### config.mk
export PLATFORM = sky130hd
export DESIGN_NAME = time_set_controller_flat
export DESIGN_NICKNAME = d
export VERILOG_FILES = /design/src/rtl/time_set_controller_if.sv /design/src/rtl/time_set_controller.sv /design/src/flat_wrapper.sv
export SDC_FILE = /design/constraint.sdc
export NUM_CORES = 1
export LEC_CHECK = 0
export CAP_MARGIN = 20
export CORE_MARGIN = 10
export CORE_UTILIZATION = 55
export DETAILED_ROUTE_END_ITERATION = 16
export GPL_TIMING_DRIVEN = 0
export MAX_ROUTING_LAYER = met4
export PLACE_DENSITY_LB_ADDON = 0.25
export SLEW_MARGIN = 20
export SYNTH_ARGS = -nofsm -noshare
export SYNTH_HDL_FRONTEND = slang
export SYNTH_SLANG_ARGS = --single-unit
### constraint.sdc
create_clock -name clkmain -period 4.8 [get_ports clkmain]
set_input_delay 0.72 -clock clkmain [delete_from_list [all_inputs] [get_ports clkmain]]
set_output_delay 0.72 -clock clkmain [all_outputs]
set_load 0.005 [all_outputs]
### src/rtl/time_set_controller_if.sv
// ---------------------------------------------------------------------------
// time_set_controller_if
// Purpose : bundles the button/tick inputs and the set/advance/mode outputs
//           of the time-set mode sequencer so they can be passed as one port.
// Signals :
//   tick      1  one-cycle 1 Hz strobe (clkmain domain)
//   btn_mode  1  raw mode button level, asynchronous
//   btn_inc   1  raw increment button level, asynchronous
//   set_sec   1  set-time level to seconds group
//   set_min   1  set-time level to minutes group
//   set_hr    1  set-time level to hours group
//   adv_sec   1  one-cycle advance strobe to seconds group
//   adv_min   1  one-cycle advance strobe to minutes group
//   adv_hr    1  one-cycle advance strobe to hours group
//   mode      2  current state: 00 RUN, 01 SET_SEC, 10 SET_MIN, 11 SET_HR
//   blink     1  display blink for the group being set
// Modports: master drives buttons/tick and observes outputs; slave is the
//           controller itself.
// ---------------------------------------------------------------------------
interface time_set_controller_if;
    logic       tick;
    logic       btn_mode;
    logic       btn_inc;
    logic       set_sec;
    logic       set_min;
    logic       set_hr;
    logic       adv_sec;
    logic       adv_min;
    logic       adv_hr;
    logic [1:0] mode;
    logic       blink;

    modport master (
        output tick, btn_mode, btn_inc,
        input  set_sec, set_min, set_hr, adv_sec, adv_min, adv_hr, mode, blink
    );

    modport slave (
        input  tick, btn_mode, btn_inc,
        output set_sec, set_min, set_hr, adv_sec, adv_min, adv_hr, mode, blink
    );
endinterface

### src/rtl/time_set_controller.sv
// ---------------------------------------------------------------------------
// time_set_controller
// Purpose : mode sequencer for the digital-clock digit chain. Cycles through
//           RUN -> SET_SEC -> SET_MIN -> SET_HR -> RUN on mode presses, emits
//           one-cycle advance strobes to the group being set on inc presses,
//           forwards the 1 Hz tick to the seconds group while running, and
//           falls back to RUN after TIMEOUT_TICKS idle ticks in a SET state.
// Ports   :
//   clkmain  in  main clock, all logic on posedge
//   clear_n  in  synchronous active-low reset
//   bus      time_set_controller_if.slave (tick, buttons, set/adv/mode/blink)
// Parameters:
//   TIMEOUT_TICKS  idle ticks in a SET state before returning to RUN (1..255)
//   REPEAT_START   cycles btn_inc must be held before auto-repeat starts
//   REPEAT_RATE    cycles between auto-repeat strobes
// Configuration:
//   AUTO_REPEAT_EN  when defined, holding btn_inc in a SET state produces
//                   repeated advance strobes; otherwise one strobe per press.
// All outputs are registered.
// ---------------------------------------------------------------------------
module time_set_controller #(
    parameter int TIMEOUT_TICKS = 10,
    parameter int REPEAT_START  = 500,
    parameter int REPEAT_RATE   = 100
) (
    input  logic                        clkmain,
    input  logic                        clear_n,
    time_set_controller_if.slave        bus
);

    typedef enum logic [1:0] {
        RUN     = 2'b00,
        SET_SEC = 2'b01,
        SET_MIN = 2'b10,
        SET_HR  = 2'b11
    } state_t;

    localparam logic [7:0] TIMEOUT_LIM = 8'(TIMEOUT_TICKS);

    state_t     state;
    state_t     next_state;
    logic       state_change;
    logic       timeout_hit;
    logic       inc_fire;
    logic       repeat_fire;
    logic [7:0] timeout_cnt;

    logic       mode_sync1, mode_sync2, mode_last, mode_press;
    logic       inc_sync1,  inc_sync2,  inc_last,  inc_press;

    logic       set_sec_r, set_min_r, set_hr_r;
    logic       adv_sec_r, adv_min_r, adv_hr_r;
    logic       blink_r;

    // Synchronisers and edge registers reset to 1 so a button already held
    // during reset is seen as "still high" and never produces a press.
    // The press pulse is registered, which puts the FSM reaction three edges
    // after the raw rise is first sampled.
    always_ff @(posedge clkmain) begin
        if (!clear_n) begin
            mode_sync1 <= 1'b1;
            mode_sync2 <= 1'b1;
            mode_last  <= 1'b1;
            mode_press <= 1'b0;
            inc_sync1  <= 1'b1;
            inc_sync2  <= 1'b1;
            inc_last   <= 1'b1;
            inc_press  <= 1'b0;
        end else begin
            mode_sync1 <= bus.btn_mode;
            mode_sync2 <= mode_sync1;
            mode_last  <= mode_sync2;
            mode_press <= mode_sync2 & ~mode_last;
            inc_sync1  <= bus.btn_inc;
            inc_sync2  <= inc_sync1;
            inc_last   <= inc_sync2;
            inc_press  <= inc_sync2 & ~inc_last;
        end
    end

    assign timeout_hit = (state != RUN) && (timeout_cnt == TIMEOUT_LIM);

    // A mode press always wins over a coincident timeout, so the timeout only
    // forces RUN when no mode press is pending. The 2-bit increment wraps
    // SET_HR back to RUN.
    always_comb begin
        next_state = state;
        if (mode_press) begin
            next_state = state_t'(state + 2'd1);
        end else if (timeout_hit) begin
            next_state = RUN;
        end
    end

    assign state_change = (next_state != state);

    // Advance strobes are suppressed whenever the state is about to change,
    // so an inc press coinciding with a mode press or timeout is dropped.
    assign inc_fire = (state != RUN) && !state_change && (inc_press || repeat_fire);

`ifdef AUTO_REPEAT_EN
    logic [15:0] rep_cnt;
    logic        rep_armed;
    logic        rep_first;
    logic [15:0] rep_target;

    assign rep_target  = rep_first ? 16'(REPEAT_START) : 16'(REPEAT_RATE);
    assign repeat_fire = rep_armed && inc_sync2 && !inc_press &&
                         ((rep_cnt + 16'd1) == rep_target);

    // rep_cnt counts cycles since the last strobe (press or repeat). The first
    // gap is REPEAT_START, later gaps REPEAT_RATE. Release, RUN or any state
    // change disarms and clears the counter.
    always_ff @(posedge clkmain) begin
        if (!clear_n) begin
            rep_cnt   <= 16'd0;
            rep_armed <= 1'b0;
            rep_first <= 1'b1;
        end else if (state_change || (state == RUN) || !inc_sync2) begin
            rep_cnt   <= 16'd0;
            rep_armed <= 1'b0;
            rep_first <= 1'b1;
        end else if (inc_press) begin
            rep_cnt   <= 16'd0;
            rep_armed <= 1'b1;
            rep_first <= 1'b1;
        end else if (rep_armed) begin
            if (repeat_fire) begin
                rep_cnt   <= 16'd0;
                rep_first <= 1'b0;
            end else begin
                rep_cnt <= rep_cnt + 16'd1;
            end
        end
    end
`else
    logic repeat_params_unused;

    assign repeat_fire          = 1'b0;
    assign repeat_params_unused = (REPEAT_START != 0) ^ (REPEAT_RATE != 0);
`endif

    // Main FSM with registered outputs. set_* follow next_state so they change
    // on the same edge as mode. The timeout counter and blink are held at 0
    // in RUN and cleared on every state change; any press or repeat strobe
    // clears the timeout and swallows a coincident tick.
    always_ff @(posedge clkmain) begin
        if (!clear_n) begin
            state       <= RUN;
            timeout_cnt <= 8'd0;
            set_sec_r   <= 1'b0;
            set_min_r   <= 1'b0;
            set_hr_r    <= 1'b0;
            adv_sec_r   <= 1'b0;
            adv_min_r   <= 1'b0;
            adv_hr_r    <= 1'b0;
            blink_r     <= 1'b0;
        end else begin
            state     <= next_state;
            set_sec_r <= (next_state == SET_SEC);
            set_min_r <= (next_state == SET_MIN);
            set_hr_r  <= (next_state == SET_HR);

            adv_sec_r <= ((state == RUN) && !state_change && bus.tick) ||
                         ((state == SET_SEC) && inc_fire);
            adv_min_r <= (state == SET_MIN) && inc_fire;
            adv_hr_r  <= (state == SET_HR)  && inc_fire;

            if (state_change || (next_state == RUN)) begin
                timeout_cnt <= 8'd0;
            end else if (mode_press || inc_press || repeat_fire) begin
                timeout_cnt <= 8'd0;
            end else if (bus.tick) begin
                timeout_cnt <= timeout_cnt + 8'd1;
            end

            if (state_change || (next_state == RUN)) begin
                blink_r <= 1'b0;
            end else if (bus.tick) begin
                blink_r <= ~blink_r;
            end
        end
    end

    assign bus.mode    = state;
    assign bus.set_sec = set_sec_r;
    assign bus.set_min = set_min_r;
    assign bus.set_hr  = set_hr_r;
    assign bus.adv_sec = adv_sec_r;
    assign bus.adv_min = adv_min_r;
    assign bus.adv_hr  = adv_hr_r;
    assign bus.blink   = blink_r;

endmodule

### src/flat_wrapper.sv
// flat-port wrapper written by rule: the top's interface ports become plain ports
module time_set_controller_flat 
#(
    parameter int TIMEOUT_TICKS = 10,
    parameter int REPEAT_START  = 500,
    parameter int REPEAT_RATE   = 100
)
  (clkmain, clear_n, bus_tick, bus_btn_mode, bus_btn_inc, bus_set_sec, bus_set_min, bus_set_hr, bus_adv_sec, bus_adv_min, bus_adv_hr, bus_mode, bus_blink);
  time_set_controller_if bus_i ();
  input  logic clkmain;
  input  logic clear_n;
  input wire logic [$bits(bus_i.tick)-1:0] bus_tick;
  input wire logic [$bits(bus_i.btn_mode)-1:0] bus_btn_mode;
  input wire logic [$bits(bus_i.btn_inc)-1:0] bus_btn_inc;
  output wire logic [$bits(bus_i.set_sec)-1:0] bus_set_sec;
  output wire logic [$bits(bus_i.set_min)-1:0] bus_set_min;
  output wire logic [$bits(bus_i.set_hr)-1:0] bus_set_hr;
  output wire logic [$bits(bus_i.adv_sec)-1:0] bus_adv_sec;
  output wire logic [$bits(bus_i.adv_min)-1:0] bus_adv_min;
  output wire logic [$bits(bus_i.adv_hr)-1:0] bus_adv_hr;
  output wire logic [$bits(bus_i.mode)-1:0] bus_mode;
  output wire logic [$bits(bus_i.blink)-1:0] bus_blink;
  assign bus_i.tick = bus_tick;
  assign bus_i.btn_mode = bus_btn_mode;
  assign bus_i.btn_inc = bus_btn_inc;
  assign bus_set_sec = bus_i.set_sec;
  assign bus_set_min = bus_i.set_min;
  assign bus_set_hr = bus_i.set_hr;
  assign bus_adv_sec = bus_i.adv_sec;
  assign bus_adv_min = bus_i.adv_min;
  assign bus_adv_hr = bus_i.adv_hr;
  assign bus_mode = bus_i.mode;
  assign bus_blink = bus_i.blink;
  time_set_controller #(.TIMEOUT_TICKS(TIMEOUT_TICKS), .REPEAT_START(REPEAT_START), .REPEAT_RATE(REPEAT_RATE)) u_core (.clkmain(clkmain), .clear_n(clear_n), .bus(bus_i));
endmodule
# ---- After elaboration in Yosys (flattened, before gate mapping)
# Index checks and enable logic that the tools add are counted.
dict set report totals {
  ff_bits 25
  out_inout_bits 9
  wordCells 52
  inputBits 5
}
dict set report op_classes {
  n_mux 2
  reduce_logical 17
  n_eq_ne 8
  bitwise_logic 6
  n_addsub 2
}
# op n
set op_table {}
lappend op_table {{$add 8x1->8 const B} 1}
lappend op_table {{$eq 2x2->1 const B} 4}
lappend op_table {{$eq 8x4->1 const B} 1}
lappend op_table {{$logic_and 1x1->1} 8}
lappend op_table {{$eq 2x1->1 const B} 2}
lappend op_table {{$logic_not 2->1} 2}
lappend op_table {{$mux 2} 2}
lappend op_table {{$not 1->1} 4}
lappend op_table {{$logic_or 1x1->1} 3}
lappend op_table {{$reduce_or 3->1} 1}
lappend op_table {{$add 2x1->2 const B} 1}
lappend op_table {{$and 1x1->1} 2}
lappend op_table {{$ne 2x2->1} 1}
lappend op_table {{$reduce_bool 2->1} 1}
lappend op_table {{$reduce_or 2->1} 1}
lappend op_table {{$logic_not 1->1} 1}

# ---- Longest topological paths before layout
# Gate-level depths: netlist (run 1).
dict set report logic_depth {
  ltp_word 10
  ltp_mapped 5
  depth_no_buf 5
}

# ---- Worst setup path before layout (run 1)
# No wires, ideal clock.
dict set report synth_path {
  path_kind {reg-to-reg}
  start {reg u_core.state[0] (netlist: u_core.bus.mode[0])}
  end {reg u_core.timeout_cnt[0]}
  stages_incl_launch_ff 6
  t_arrival_ns 1.550
  period_less_slack_ns 1.672
  path_buffers 0
  setup_slack_ns 3.128
  cell_sequence {dfxtp_1 -> inv_1 -> ha_1 -> nor4b_2 -> a2111o_1 -> nor2_1}
}
dict set report synth_between {
  elab_chain_cells 7
  word_cells_on_any_way 9
  classes_between {add/sub: 1; eq/ne: 1; mux: 2; reduce/logical: 5}
}
# element line
set synth_rtl {}
lappend synth_rtl {{start, declared} time_set_controller.sv:40} ;# state_t state;
lappend synth_rtl {{start signal, assigned} time_set_controller.sv:159} ;# state <= next_state;
lappend synth_rtl {{$reduce_bool 2->1} time_set_controller.sv:81} ;# assign timeout_hit = (state != RUN) && (timeout_cnt == TIMEOUT_LIM);
lappend synth_rtl {{$logic_and 1x1->1} time_set_controller.sv:81}
lappend synth_rtl {{$mux 2} time_set_controller.sv:90} ;# end else if (timeout_hit) begin
lappend synth_rtl {{$mux 2} time_set_controller.sv:88} ;# if (mode_press) begin
lappend synth_rtl {{$ne 2x2->1 or $logic_not 2->1 (tied branches)} {time_set_controller.sv:95, time_set_controller.sv:169}}
lappend synth_rtl {{$logic_or 1x1->1 (*)} time_set_controller.sv:169} ;# if (state_change || (next_state == RUN)) begin
lappend synth_rtl {{$reduce_or 3->1 (no line) (*)} n/a}
lappend synth_rtl {{end signal, assigned} time_set_controller.sv:174} ;# timeout_cnt <= timeout_cnt + 8'd1;
lappend synth_rtl {{end, declared} time_set_controller.sv:46} ;# logic [7:0] timeout_cnt;
# Every way passes the cells marked *; elsewhere a longest branch is shown, timed or not.
# A chain may end at the register's enable or synchronous reset.

# ---- Worst setup path after layout (run 1)
dict set report layout_path {
  start {reg u_core.state[0] (netlist: u_core.bus.mode[0])}
  end {out bus_mode[0]}
}
# element line
set layout_rtl {}
lappend layout_rtl {{end, declared} flat_wrapper.sv:21} ;# output wire logic [$bits(bus_i.mode)-1:0] bus_mode;
# No word-level cell between the ends.

==> impl_metrics.toml, run 1 <==
[final_layout]
area_growth_pct = 18.24
antennaDiodeCount = 0
layout_commonest_cell = "dfxtp_1"
fin_nets = 126
layout_common_cells = "25 x dfxtp_1, 12 x clkdlybuf4s50_1, 8 x nand2_1, 8 x nor2_1, 8 x nand2b_1"
drive_gt1_frac = 0.08772

[route]
avgViaCountPerCell = 5.216
firstDrtPassIters = 4
drc_errors = 0
drt-initial-drc-count = 7
wl_per_cell_um = 11.99
vias = 725
antenna_left = 0
wirelength_um = 1666

[clock_network]
path_clk_slew_ps = 140
cts_root_buf = "clkbuf_4"
clk_latency_ps = 320
cts_hold_buffers = 0
cts.sinks = 25
post_cts.repair.setup_buffers = 0
h-tree-depth = 1
cts_buffer_depth = 2
cts_tree = "yes"
cts_resized = 0
cts_buffers = 3

[yosys]
yosysSeqAreaShare = 0.5031
yosys_warnings = 0
synth_cell_type_count = 26
syn-cell-area_sq_um = 994.7
synth-seq-cells = 25
syn_inst = 98
postSynthAreaPerCell_sq_um = 10.15
synth_fp_nets = 109

[run_status]
status = "finished clean"

[setup_path]
crit_path_cell_trace = "clkdlybuf4s50_1"
crit_family = "buffers and inverters"
path_buf_inv = 1
crit_path_top_delay_cell = "clkdlybuf4s50_1"
critPathArrivalTime_ps = 1380
path_max_fanout = 8
rrSetupSlack_ps = 2810
start_kind = "flip-flop"
end_kind = "primary output"
critPathRequiredTime_ps = 4080
max_stage_delay_ps = 560
setup.worst_path.class = "flip-flop to primary output"

[global_routing]
gr-total-overflow = 0
grt_max_degree = 16
grt_pass1_vias = 708
antenna_found_initial = 0
grt_use_total = 0.09401
grt_first_pass_wirelength_um = 3042

[pwr]
power_density_nw_per_um2 = 274.4
power_uw = 322.7
worst_ir_drop_vdd_v = 0.0001780
power.leakage_uw = 0.0004104

[die]
die_area_sq_um = 3909
start_util = 0.5761
coreArea_sq_um = 1727
ios = 14
dieHeight_um = 62.53
row_count = 15
die_w_um = 62.53

[flow_run]
drv_cap = 0

[sta]
rsz0062_at_grt = "false"
tightest_slew_ps = 516.6
max-slew-margin-rel = 0.6547
post-route-min-period_ps = 2099
hold_viol = 0
post-route-period-util = 0.4373
max_freq_ghz = 0.4765
skew_ps = 11.67
setup_viol = 0
drv_slew = 0
finalSetupTns_ps = 0
hold_slack_ps = 393.6

[placed_design]
place_hpwl_um = 1272
gp_congestion = 0.7423
portBuffers = 12

[hold_path]
hold_path_class = "flip-flop to flip-flop"
==> path summary, 6_finish.rpt <==
path / start / endpoint / cells past startpoint
max reg2reg: u_core.bus.mode[0] / u_core.timeout_cnt[3] / 5
min reg2reg: u_core.mode_last / u_core.mode_press / 1
min: u_core.mode_last / u_core.mode_press / 1
max: u_core.bus.mode[0] / bus_mode[0] / 1
==> layout make-up <==
| type | instances | area [sq um] |
|---|---|---|
| Tap cell | 25 | 31.28 |
| Clock buffer | 3 | 22.52 |
| Timing Repair Buffer | 12 | 120.1 |
| Fill cell | 147 | 550.5 |
| Clock inverter | 1 | 7.507 |
| Multi-Input combinational cell | 68 | 474.2 |
| Inverter | 3 | 11.26 |
| Sequential cell | 25 | 500.5 |
| Buffer | 2 | 8.758 |
==> kinds of logic (layout without fill, tap and decap cells) <==
logic type,Yosys count,in the layout,share of synthesized area
flip-flops,25,25,0.5031
AND/OR/NAND/NOR,38,38,0.2164
buffers and inverters,5,21,0.02012
XOR/XNOR,5,5,0.04403
adder cells (fa/ha/maj),6,6,0.07547
AO/OA/AOI/OAI,19,19,0.1409
==> per-stage QoR <==
step                area (sq um)  std cells  worst slack [ps]    util
finish                      1176        139              2701  0.6812
detailed placement          1146        135              2602  0.6638
global route                1176        139              2643  0.6812
CTS                         1176        139              2693  0.6812
global placement            1146        135              2600  0.6638
floorplan                  994.7         98              3128       -
==> cell usage after synthesis <==
| library cell | number | area share |
|---|---|---|
| nand2_1 | 8 | 0.030 |
| a21oi_1 | 3 | 0.015 |
| clkbuf_1 | 1 | 0.0038 |
| dfxtp_1 | 25 | 0.50 |
| and3_1 | 2 | 0.013 |
| a211oi_2 | 1 | 0.013 |
| nor4b_2 | 2 | 0.030 |
| nor2b_1 | 2 | 0.013 |
| nand4_1 | 3 | 0.019 |
| a22oi_1 | 1 | 0.0075 |
| a2111oi_0 | 1 | 0.0088 |
| a2111o_1 | 2 | 0.023 |
| ha_1 | 6 | 0.075 |
| a211o_1 | 2 | 0.018 |
| xor2_1 | 3 | 0.026 |
| o22ai_1 | 2 | 0.013 |
| xnor2_1 | 2 | 0.018 |
| or3_1 | 3 | 0.019 |
| inv_1 | 3 | 0.011 |
| nor2_1 | 8 | 0.030 |
| buf_2 | 1 | 0.0050 |
| or2_2 | 2 | 0.013 |
| a21boi_0 | 3 | 0.023 |
| a31oi_1 | 1 | 0.0063 |
| o21ai_0 | 3 | 0.015 |
| nand2b_1 | 8 | 0.050 |
==> metal layers <==
layer,vias up,GRT usage,routed length (um)
met1,326,0.1016,814
met4,0,0.05307,40
met5,-,-,0
li1,377,-,-
met3,5,0.02151,62
met2,17,0.1551,749
==> registers in the layout, summed over array words and instances, names as in the netlist <==
signal and flops:
u_core.bus.adv_sec 1, u_core.timeout_cnt 8, u_core.bus.blink 1, u_core.mode_sync2 1, u_core.bus.set_sec 1, u_core.inc_press 1
u_core.mode_sync1 1, u_core.bus.adv_hr 1, u_core.bus.set_min 1, u_core.bus.mode 2, u_core.inc_sync2 1, u_core.bus.set_hr 1
u_core.inc_last 1, u_core.inc_sync1 1, u_core.mode_last 1, u_core.mode_press 1, u_core.bus.adv_min 1
==> power breakdown <==
part / internal [uW] / leakage, uW / switching (uW) / total (uW)
Combinational: 8.41 / 0.000193 / 6.83 / 15.2
Sequential: 211 / 0.000203 / 1.39 / 212
Clock: 31.9 / 0.0000139 / 63.4 / 95.3
(Power assumes the default switching activity.)
==> run 2, diff against run 1 <==
Settings changed: CORE_UTILIZATION 55 to 51.
Clock period 4.8 ns to 2.1 ns, I/O delays scaled along.
==> run 2 against run 1 <==
Compared with the run above: clock power increased by 120%; non-clock buffer count unchanged; combinational power increased by 130%; worst setup slack got worse by 2500 ps; highest routed layer unchanged; critical path type is now flip-flop to flip-flop; flip-flop and latch count unchanged; global-route usage decreased by 0.58 points.
==> impl_metrics.toml, run 2 (same netlist as run 1, synthesis figures left out) <==
[clock_network]
post_cts.repair.setup_buffers = 0
cts_resized = 0
cts.sinks = 25
cts_root_buf = "clkbuf_4"
cts_tree = "yes"
clk_latency_ps = 310
h-tree-depth = 1
path_clk_slew_ps = 130
cts_buffers = 3
cts_buffer_depth = 2
cts_hold_buffers = 0

[sta]
drv_slew = 0
post-route-min-period_ps = 1921
tightest_slew_ps = 493.5
hold_viol = 0
max-slew-margin-rel = 0.6701
skew_ps = 9.627
finalSetupTns_ps = 0
max_freq_ghz = 0.5204
post-route-period-util = 0.9150
setup_viol = 0
rsz0062_at_grt = "false"

[final_layout]
multi_input_area_sq_um = 474.2
fin_nets = 126
layout_commonest_cell = "dfxtp_1"
antennaDiodeCount = 0
drive_gt1_frac = 0.07895
fin_area_sq_um = 1172
largest_reg_flops = 8
nFillCells = 162
layout_common_cells = "25 x dfxtp_1, 12 x clkdlybuf4s50_1, 8 x nand2_1, 8 x nor2_1, 8 x nand2b_1"
area_growth_pct = 17.86
top_register = "u_core.timeout_cnt"
seq_area_sq_um = 500.5

[placed_design]
place_hpwl_um = 1242
gp_congestion = 0.7267
placed_cell_area_sq_um = 1146
portBuffers = 12

[global_routing]
grt_max_degree = 14
gr-total-overflow = 0
antenna_found_initial = 0
grt_pass1_vias = 693
grt_use_total = 0.08820
grt_first_pass_wirelength_um = 3008

[die]
ios = 14
start_util = 0.5579
coreArea_sq_um = 1783
die_area_sq_um = 4117
dieHeight_um = 64.17
row_count = 15
die_w_um = 64.17

[run_status]
status = "finished clean"

[route]
wirelength_um = 1658
antenna_left = 0
wl_per_cell_um = 11.93
avgViaCountPerCell = 5.252
drt-initial-drc-count = 11
drc_errors = 0
firstDrtPassIters = 4
vias = 730

[setup_path]
critPathArrivalTime_ps = 2130
start_kind = "flip-flop"
path_max_fanout = 8
setup.worst_path.class = "flip-flop to flip-flop"
end_kind = "flip-flop"
critPathRequiredTime_ps = 2310

[pwr]
worst_ir_drop_vdd_v = 0.0004609
power.leakage_uw = 0.0004114
power_density_nw_per_um2 = 619.7

[hold_path]
hold_path_class = "primary input to flip-flop"

[flow_run]
drv_cap = 0
run 2: critical path, stage by stage (launching register included):
cell,delay (ps)
dfxtp_1,480
inv_1,150
ha_1,270
nor4b_2,450
a2111o_1,400
nor2_1,80
run 2: path summary, 6_finish.rpt:
| kind | from | endpoint | slack (ps) | cells after the start |
|---|---|---|---|---|
| setup / recovery | u_core.bus.mode[0] | u_core.timeout_cnt[0] | 180 | 5 |
| hold / removal | bus_tick | u_core.timeout_cnt[1] | 310 | 2 |
| setup reg to reg | u_core.bus.mode[0] | u_core.timeout_cnt[0] | 180 | 5 |
| hold reg to reg | u_core.mode_last | u_core.mode_press | 390 | 1 |
run 2: per-layer routing:
metal,up-vias,track usage,part of all wire
met4,0,0.02139,0.0060
met3,2,0.03310,0.051
met5,-,-,0
met2,17,0.1356,0.44
met1,337,0.1067,0.50
li1,374,-,-
run 2: cell type report:
type / instances / area share
sequential: 25 / 0.4269
tap: 25 / 0.02668
buffer: 2 / 0.007471
inverter: 3 / 0.009605
clock buffer: 4 / 0.02241
timing repair buffer: 12 / 0.1025
multi-input combinational: 68 / 0.4045
run 2: power breakdown:
group          internal (uW)  switching (uW)  total [uW]  leakage, uW
combinational           19.2            15.5        34.8     0.000193
clock                   74.1             133         207    0.0000150
sequential               482            3.22         485     0.000203
total                    575             152         727     0.000411
run 2: through the flow:
| stage | total power, uW | utilization | worst slack [ps] | hold WS, ps | std cells |
|---|---|---|---|---|---|
| after floorplan | 515.7 | - | 428.0 | 367.0 | 98 |
| after global placement | 529.7 | 0.6428 | 184.0 | 370.4 | 135 |
| after detailed placement | 530.8 | 0.6428 | 186.2 | 378.8 | 135 |
| after CTS | 737.8 | 0.6575 | 162.1 | 296.7 | 139 |
| after global routing | 769.2 | 0.6575 | 40.24 | 307.4 | 139 |
| final | 726.5 | 0.6575 | 178.5 | 311.6 | 139 |
